--- src/rtl/demo_unit.sv ---
// Self-running demo datapath: free-running counter -> op-sequenced ALU -> registered result, zero flag, XOR checksum.
// Define DEMO_SHIFT_EN to add the SLL/SRL ops to the sequence.
module demo_unit #(
   parameter int WIDTH = 32
) (
   input  logic             clk,
   input  logic             reset,
   output logic [WIDTH-1:0] cnt,
   output logic [2:0]       op,
   output logic [WIDTH-1:0] alu_out,
   output logic             zero,
   output logic [WIDTH-1:0] checksum
);

   typedef enum logic [2:0] {
      OP_ADD = 3'd0,
      OP_SUB = 3'd1,
      OP_AND = 3'd2,
      OP_OR  = 3'd3,
      OP_SLL = 3'd4,
      OP_SRL = 3'd5
   } op_e;

   op_e              state;
   op_e              next_state;
   logic [WIDTH-1:0] a;
   logic [WIDTH-1:0] b;
   logic [WIDTH-1:0] f;

   // Operand b is cnt with its two halves swapped.
   assign a  = cnt;
   assign b  = {cnt[WIDTH/2-1:0], cnt[WIDTH-1:WIDTH/2]};
   assign op = state;

   always_ff @(posedge clk) begin
      // NOTE: non-blocking assignments so every register updates from pre-edge values.
      if (reset) begin
         state    <= OP_ADD;
         cnt      <= '0;
         alu_out  <= '0;
         zero     <= 1'b1;
         checksum <= '0;
      end else begin
         state    <= next_state;
         cnt      <= cnt + 1'b1;
         alu_out  <= f;
         zero     <= (f == '0);
         checksum <= checksum ^ f;
      end
   end

   always_comb begin
      // NOTE: defaults first so no path through the case leaves f or next_state unassigned (no latch).
      f          = '0;
      next_state = OP_ADD;
      case (state)
         OP_ADD: begin
            f          = a + b;
            next_state = OP_SUB;
         end
         OP_SUB: begin
            f          = a - b;
            next_state = OP_AND;
         end
         OP_AND: begin
            f          = a & b;
            next_state = OP_OR;
         end
`ifdef DEMO_SHIFT_EN
         OP_OR: begin
            f          = a | b;
            next_state = OP_SLL;
         end
         OP_SLL: begin
            f          = a << b[4:0];
            next_state = OP_SRL;
         end
         OP_SRL: begin
            f          = a >> b[4:0];
            next_state = OP_ADD;
         end
`else
         OP_OR: begin
            f          = a | b;
            next_state = OP_ADD;
         end
`endif
         // Unreachable codes compute zero and return to ADD.
         default: begin
            f          = '0;
            next_state = OP_ADD;
         end
      endcase
   end

endmodule

--- config.mk ---
export PLATFORM = sky130hd
export DESIGN_NAME = demo_unit
export DESIGN_NICKNAME = d
export VERILOG_FILES = /design/src/rtl/demo_unit.sv
export SDC_FILE = /design/constraint.sdc
export NUM_CORES = 1
export LEC_CHECK = 0
export BUFFER_PORTS_ARGS = -buffer_cell sky130_fd_sc_hd__buf_2
export CORE_ASPECT_RATIO = 1.5
export CORE_MARGIN = 5
export CORE_UTILIZATION = 45
export CTS_BUF_LIST = sky130_fd_sc_hd__clkbuf_4
export CTS_CLUSTER_DIAMETER = 80
export CTS_CLUSTER_SIZE = 12
export DETAILED_ROUTE_END_ITERATION = 8
export PLACE_DENSITY_LB_ADDON = 0.25
export RECOVER_POWER = 25
export REMOVE_ABC_BUFFERS = 1
export SLEW_MARGIN = 20
export SYNTH_ARGS = -nofsm -noshare
export SYNTH_HDL_FRONTEND = slang
export SYNTH_SLANG_ARGS = --single-unit
export TNS_END_PERCENT = 10
--- constraint.sdc ---
create_clock -name clk -period 10.8 [get_ports clk]
set_input_delay 1.62 -clock clk [delete_from_list [all_inputs] [get_ports clk]]
set_output_delay 1.62 -clock clk [all_outputs]
set_load 0.01 [all_outputs]
==> key figures, run 1 <==
Floorplan
  • Initial Util: 45.4%
  • Die width: 109 µm
  • Row count: 54
  • Die height: 158 µm
  • Core area: 14500 µm²
  • Die footprint: 17100 µm²
  • Ports: 102

CTS
  • Total CTS buffers: 9
  • Post-cts resize count: 0
  • Number of post-CTS setup repair buffers: 0
  • Clock slew at reported path FFs: 0.14 ns
  • Max Root-Sink Buffers: 2
  • CTS tree: yes
  • Clk_lat worst skew: 0.51 ns
  • Clock tree root buffer cell: clkbuf_4
  • CTS hold repair buffers: 0
  • H-tree Lvls: 3
  • Clock sink count: 99

Synthesis
  • Post-synth cell types: 70
  • Yosys warnings: 0
  • Dominant register cell in the synthesized netlist: dfxtp_1
  • Avg Inst Size Synth: 7.87 µm²
  • Seq cells post-synth: 99
  • Part of the Yosys area used for sequential elements: 30.2%
  • Netlist Area Pre-Place: 6560 µm²
  • Post-synth EDFFs: 0
  • Mapped Cells: 833
  • Asr flop ratio synth: 0%

Power and ir drop
  • VDD IR max: 0.0555 mV
  • Switching power: 464 µW
  • Part of the power in registers: 41.1%
  • Pleak: 3.24 nW
  • Clock share of power: 17.0%
  • Switching share of power: 41.3%
  • Comb pwr share: 41.8%
  • Pwr Density: 157 nW/µm²
  • Int Pwr: 661 µW

Worst setup path
  • Max Fanout on Critical Path: 95
  • Critical path data arrival time: 5.82 ns
  • Number of buffers and inverters on the critical path: 3
  • CP Launch Type: input port
  • CP max stage delay: 2.77 ns
  • Ordered cell list for the critical path: buf_2 > clkbuf_1 > inv_1 > and2_1
  • Crit-path slowest cell: clkbuf_1
  • CP endpoint kind: register
  • Critical path type: in2reg
  • CP delay by family, top: buffers and inverters
  • Req. time, crit path: 11.19 ns

Route
  • Via-to-Cell Ratio: 5.52
  • Drt drc: 0
  • ANT nets after route: 0
  • Total number of vias: 6043
  • Wire length per cell: 18.2 µm
  • Drt pass-1 iters: 5
  • DR iter-0 viols: 300
  • Drt total wl: 19900 µm

Place
  • DP HPWL: 15400 µm
  • GP Congestion: 1.01
  • Pre-CTS setup slack: 5.70 ns
  • IO buf count: 100

Global routing
  • GR Util All Layers: 23.3%
  • Initial antenna violation count: 1
  • Largest net degree at the start of global routing: 96
  • GR Overflow Total: 0
  • Vias in the first global route: 5680
  • First-pass GRT wire length: 30900 µm

Timing
  • Final Critical Period: 5.43 ns
  • Final Setup Violations: 0
  • RSZ-0062 raised after global routing: false
  • Min setup slack post-route: 5.37 ns
  • Pins Over Slew Limit: 96
  • Final Skew: 0.0304 ns
  • Final TNS setup: 0 ns
  • Max_slew headroom: -172%
  • Fmax: 184 MHz
  • Crit share post-route: 50.3%
  • Final hold violations: 0
  • Tightest Pin Transition: 4.08 ns

Status
  • Run status: finished, violations left
  • Failing checks: capacitance limit, slew limit

Layout
  • Share of post-route cells with drive strength above 1: 12.6%
  • Final layout net count: 936
  • Area grow syn2layout: 9.14%

Run
  • Max-Cap Viols: 1

Hold path
  • Hold Crit Class: reg2reg
-- logic make-up (layout without fill, tap and decap cells) --
kind of cell | after synthesis | in the layout | share of synthesized area [%]
other | 1 | 2 | 0.0572
AND/OR/NAND/NOR | 324 | 324 | 23.5
multiplexers | 2 | 2 | 0.343
buffers and inverters | 82 | 146 | 5.61
adder cells (fa/ha/maj) | 42 | 42 | 8.13
AO/OA/AOI/OAI | 178 | 178 | 18.1
XOR/XNOR | 105 | 105 | 14.0
flip-flops | 99 | 99 | 30.2
-- state kept, by name (all words and copies together), names as in the netlist --
register,cells
cnt,32
zero,1
alu_out,32
op,2
checksum,32
-- worst paths after layout --
| check | end | cells after the start | startpoint | slack, ns |
|---|---|---|---|---|
| min | checksum[24] | 2 | checksum[24] | 0.52 |
| min reg2reg | checksum[24] | 2 | checksum[24] | 0.52 |
| max reg2reg | zero | 17 | cnt[22] | 5.49 |
| max | alu_out[21] | 4 | reset | 5.37 |
-- synthesized netlist by cell type, types with 4 or more instances --
cell type / count / area share (%)
nor2b_1: 5 / 0.48
o31ai_1: 4 / 0.46
nor4_1: 5 / 0.48
or2_2: 4 / 0.38
a21o_1: 13 / 1.5
xnor2_1: 58 / 7.7
a31oi_1: 14 / 1.3
inv_1: 26 / 1.5
a21oi_1: 54 / 4.1
dfxtp_1: 99 / 30
o21bai_1: 5 / 0.57
ha_1: 41 / 7.8
xor2_1: 47 / 6.3
o21a_1: 6 / 0.69
and3_1: 23 / 2.2
a211oi_1: 8 / 0.92
nor2_1: 138 / 7.9
nand2_1: 45 / 2.6
buf_6: 4 / 0.69
and2_1: 8 / 0.76
nand4_1: 17 / 1.6
o21ai_0: 39 / 3.0
or3_1: 12 / 1.1
clkbuf_1: 45 / 2.6
nand3_1: 35 / 2.7
nor3_1: 18 / 1.4
-- layout make-up --
| class | instances | area, µm² |
|---|---|---|
| antenna | 1 | 2.50 |
| clock buffer | 9 | 67.6 |
| clock inverter | 7 | 60.1 |
| fill | 1546 | 7300 |
| inverter | 26 | 97.6 |
| multi-input combinational | 652 | 4210 |
| sequential | 99 | 1980 |
| tap | 196 | 245 |
| timing repair buffer | 104 | 494 |
-- stage by stage --
step | hold WS (ns) | cells | power [mW] | instance area (µm²) | util, %
final | 0.521 | 1094 | 1.13 | 7160 | 49.5
after global routing | 0.561 | 1094 | 1.20 | 7160 | 49.5
after CTS | 0.529 | 1093 | 1.14 | 7190 | 49.7
after detailed placement | 0.491 | 1077 | 0.946 | 7060 | 48.9
after global placement | 0.487 | 1077 | 0.943 | 7060 | 48.9
after floorplan | 0.522 | 777 | 0.785 | 6290 | -
-- power groups by stage --
stage / logic (mW) / registers (mW) / clock network, mW
after floorplan: 0.284 / 0.501 / 0
after global placement: 0.472 / 0.471 / 0
after detailed placement: 0.474 / 0.471 / 0
after CTS: 0.477 / 0.463 / 0.198
after global routing: 0.517 / 0.471 / 0.211
final: 0.471 / 0.463 / 0.192
-- placed cells by master (no fill, tap or decap), types with 4 or more instances in the layout --
| cell | instances |
|---|---|
| a211oi_1 | 8 |
| a21o_1 | 13 |
| a21oi_1 | 54 |
| a31oi_1 | 14 |
| and2_1 | 8 |
| and3_1 | 23 |
| buf_2 | 74 |
| clkbuf_1 | 27 |
| clkbuf_4 | 9 |
| dfxtp_1 | 99 |
| ha_1 | 41 |
| inv_1 | 26 |
| nand2_1 | 45 |
| nand3_1 | 35 |
| nand4_1 | 17 |
| nor2_1 | 138 |
| nor2b_1 | 5 |
| nor3_1 | 18 |
| nor4_1 | 5 |
| o21a_1 | 6 |
| o21ai_0 | 39 |
| o21bai_1 | 5 |
| o31ai_1 | 4 |
| or2_2 | 4 |
| or3_1 | 12 |
| xnor2_1 | 58 |
| xor2_1 | 47 |
-- per-layer routing --
layer / share of wire, % / GRT usage (%)
met1: 40 / 27.0
met2: 51 / 41.7
met3: 4.5 / 3.06
met4: 4.1 / 11.2
met5: 0 / 0
-- tightest hold or removal path, stage by stage (launching register included) --
cell and delay, ns:
dfxtp_1 0.36, xor2_1 0.07, nor2_1 0.07
No activity file was read; power rests on OpenSTA's default activity.
==> inputs of run 2 (changes only) <==
--- a/config.mk
+++ b/config.mk
@@ -5,6 +5,7 @@
 export SDC_FILE = /design/constraint.sdc
 export NUM_CORES = 1
 export LEC_CHECK = 0
+export ABC_AREA = 1
 export BUFFER_PORTS_ARGS = -buffer_cell sky130_fd_sc_hd__buf_2
 export CORE_ASPECT_RATIO = 1.5
 export CORE_MARGIN = 5
==> constraint.sdc (replaced) <==
create_clock -name clk -period 4.5 [get_ports clk]
set_input_delay 0.675 -clock clk [delete_from_list [all_inputs] [get_ports clk]]
set_output_delay 0.675 -clock clk [all_outputs]
set_load 0.01 [all_outputs]
==> run 2 against run 1 <==
The flow finishes with violations (DRC, capacitance limit, slew limit). Clock power grew to 2.9 times the previous value. Power grew 140%. Clock-buffer cell count increased by 1.
==> key figures, run 2 <==
Worst setup path
  • Worst R2R End: zero
  • Max Fanout on Critical Path: 7
  • Critical path data arrival time: 4.63 ns
  • Launch point of the worst reg-to-reg path: cnt[16]
  • CP endpoint: zero
  • CP endpoint kind: register
  • Critical path type: reg2reg
  • Req. time, crit path: 4.96 ns
  • Reg2Reg Depth: 26
  • CP Launch Type: register
  • Reg2reg setup slack: 0.32 ns
  • Critical Path Start: cnt[16]

Route
  • Total number of vias: 8058
  • ANT nets after route: 0
  • Drt pass-1 iters: 8
  • Wire length per cell: 17.7 µm
  • Via-to-Cell Ratio: 5.33
  • DR iter-0 viols: 392
  • Drt drc: 1
  • Drt total wl: 26800 µm

Timing
  • Crit share post-route: 92.8%
  • Min setup slack post-route: 0.323 ns
  • Final Critical Period: 4.18 ns
  • RSZ-0062 raised after global routing: false
  • Final hold violations: 0
  • Final Skew: 0.0194 ns
  • Hold Slack: 0.453 ns
  • Fmax: 239 MHz
  • Max_slew headroom: -74.4%
  • Final TNS setup: 0 ns
  • Final Setup Violations: 0
  • Pins Over Slew Limit: 52
  • Tightest Pin Transition: 2.62 ns

Floorplan
  • Die width: 114 µm
  • Ports: 102
  • Core area: 16200 µm²
  • Row count: 57
  • Die footprint: 19100 µm²
  • Initial Util: 45.5%
  • Die height: 167 µm

Global routing
  • GR Util All Layers: 28.3%
  • GR Overflow Total: 0
  • Largest net degree at the start of global routing: 52
  • First-pass GRT wire length: 41700 µm
  • Initial antenna violation count: 1
  • Vias in the first global route: 7747

Synthesis
  • Post-synth cell types: 47
  • Mapped Cells: 1199
  • Yosys warnings: 0
  • Most frequent cell after synthesis: nand2_1
  • Post-synth EDFFs: 0
  • Avg Inst Size Synth: 6.15 µm²
  • Seq cells post-synth: 99
  • Netlist Area Pre-Place: 7370 µm²
  • Synth top cells by count: nand2_1, inv_1, a21oi_1, nor2_1, dfxtp_1
  • Dominant register cell in the synthesized netlist: dfxtp_1
  • Largest cells by area after synthesis: dfxtp_1, nand2_1, inv_1
  • Part of the Yosys area used for sequential elements: 26.9%
  • Top-area cell type share of the netlist area: 26.9%
  • Cell taking the most area after synthesis: dfxtp_1
  • Asr flop ratio synth: 0%

Layout
  • Area grow syn2layout: 12.0%
  • Final core occ: 51.0%
  • Commonest non-fill, non-tap cell in the layout: nand2_1
  • Share of post-route cells with drive strength above 1: 10.2%
  • Final layout net count: 1345
  • Biggest regs: alu_out x32, checksum x32, cnt x32
  • Filler cells: 1731
  • Most frequent cells in the layout: nand2_1, inv_1, a21oi_1

CTS
  • Max Root-Sink Buffers: 2
  • Clock tree root buffer cell: clkbuf_4
  • CTS tree: yes
  • Clock slew at reported path FFs: 0.15 ns
  • Clk_lat worst skew: 0.51 ns
  • H-tree Lvls: 3
  • Clock sink count: 99
  • Total CTS buffers: 9
  • CTS hold repair buffers: 0

Status
  • Failing checks: DRC, capacitance limit, slew limit
  • Run status: finished, violations left

Place
  • DP HPWL: 21900 µm
  • Pre-CTS setup slack: 0.161 ns
  • IO buf count: 100
  • GP Congestion: 1.04

Power and ir drop
  • VDD IR max: 0.175 mV
  • Pwr Density: 331 nW/µm²
  • Pleak: 4.46 nW

Run
  • Max-Cap Viols: 1

Hold path
  • Min-delay src: checksum[10]
  • Hold Crit Class: reg2reg
run 2: worst min path at each step:
stage	to	slack, ns	cells past startpoint
CTS	checksum[8]	0.46	1
finish	checksum[10]	0.45	1
global route	checksum[2]	0.47	1
detailed placement	checksum[15]	0.43	1
global placement	checksum[10]	0.43	1
floorplan	checksum[0]	0.47	1
run 2: kinds of logic (layout without fill, tap and decap cells):
logic type / count (synthesis) / count (layout) / synth area share, %
other: 1 / 2 / 0.0509
XOR/XNOR: 31 / 31 / 3.68
AO/OA/AOI/OAI: 215 / 215 / 15.6
adder cells (fa/ha/maj): 42 / 42 / 7.23
buffers and inverters: 228 / 335 / 12.0
flip-flops: 99 / 99 / 26.9
AND/OR/NAND/NOR: 583 / 583 / 34.6
run 2: power breakdown:
part,internal (mW),total [mW],switching [mW]
clock,0.233,0.559,0.327
sequential,1.01,1.08,0.0725
combinational,0.346,1.10,0.751
run 2: worst max-delay path: stages (launching register included):
cell and delay [ns]:
dfxtp_2 0.40, inv_2 0.13, ha_1 0.21, nand4_1 0.14, nor3_2 0.16, nand2_1 0.13
nor4_2 0.22, nand2_1 0.18, nor2_4 0.18, nor2_1 0.10, xor2_1 0.16, ha_2 0.41
nand2_1 0.11, nor2_1 0.21, buf_4 0.15, nand2_1 0.10, nor3_1 0.15, nand2_1 0.15
nand2_1 0.10, nand2_1 0.05, nand3_1 0.08, nand2_1 0.10, nor2_1 0.12, nand2_1 0.11
nor2_1 0.14, nand3_1 0.08, nand2_1 0.06
run 2: layout make-up:
cell class	instances	area, µm²	share of cell area [%]
flip-flops and latches	99	1980	24.0
inverters	197	742	8.99
clock buffers	10	75.1	0.910
multi-input cells	872	4490	54.4
diodes	1	2.50	0.0303
well taps	206	258	3.12
repair buffers	122	612	7.41
clock inverters	6	87.6	1.06
run 2: repair_timing:
action | CTS | global route
hold endpoints to repair | 0 | 0
gates resized for setup | 0 | 8
buffers inserted | 0 | 0
endpoints found under the setup margin | 0 | 6
run 2: through the flow:
step | total power, mW | instance area (µm²) | instances
final | 2.73 | 8250 | 1513
after global routing | 2.92 | 8250 | 1513
after CTS | 2.75 | 8320 | 1512
after detailed placement | 2.20 | 8150 | 1496
after global placement | 2.19 | 8150 | 1496
after floorplan | 1.76 | 7230 | 1168
run 2: layer usage:
layer	global-route usage [%]	wire, µm	vias to the layer above
li1	-	-	4018
met1	30.9	9730	3570
met2	48.4	13100	354
met3	3.16	1550	116
met4	22.7	2490	0
met5	0	0	-
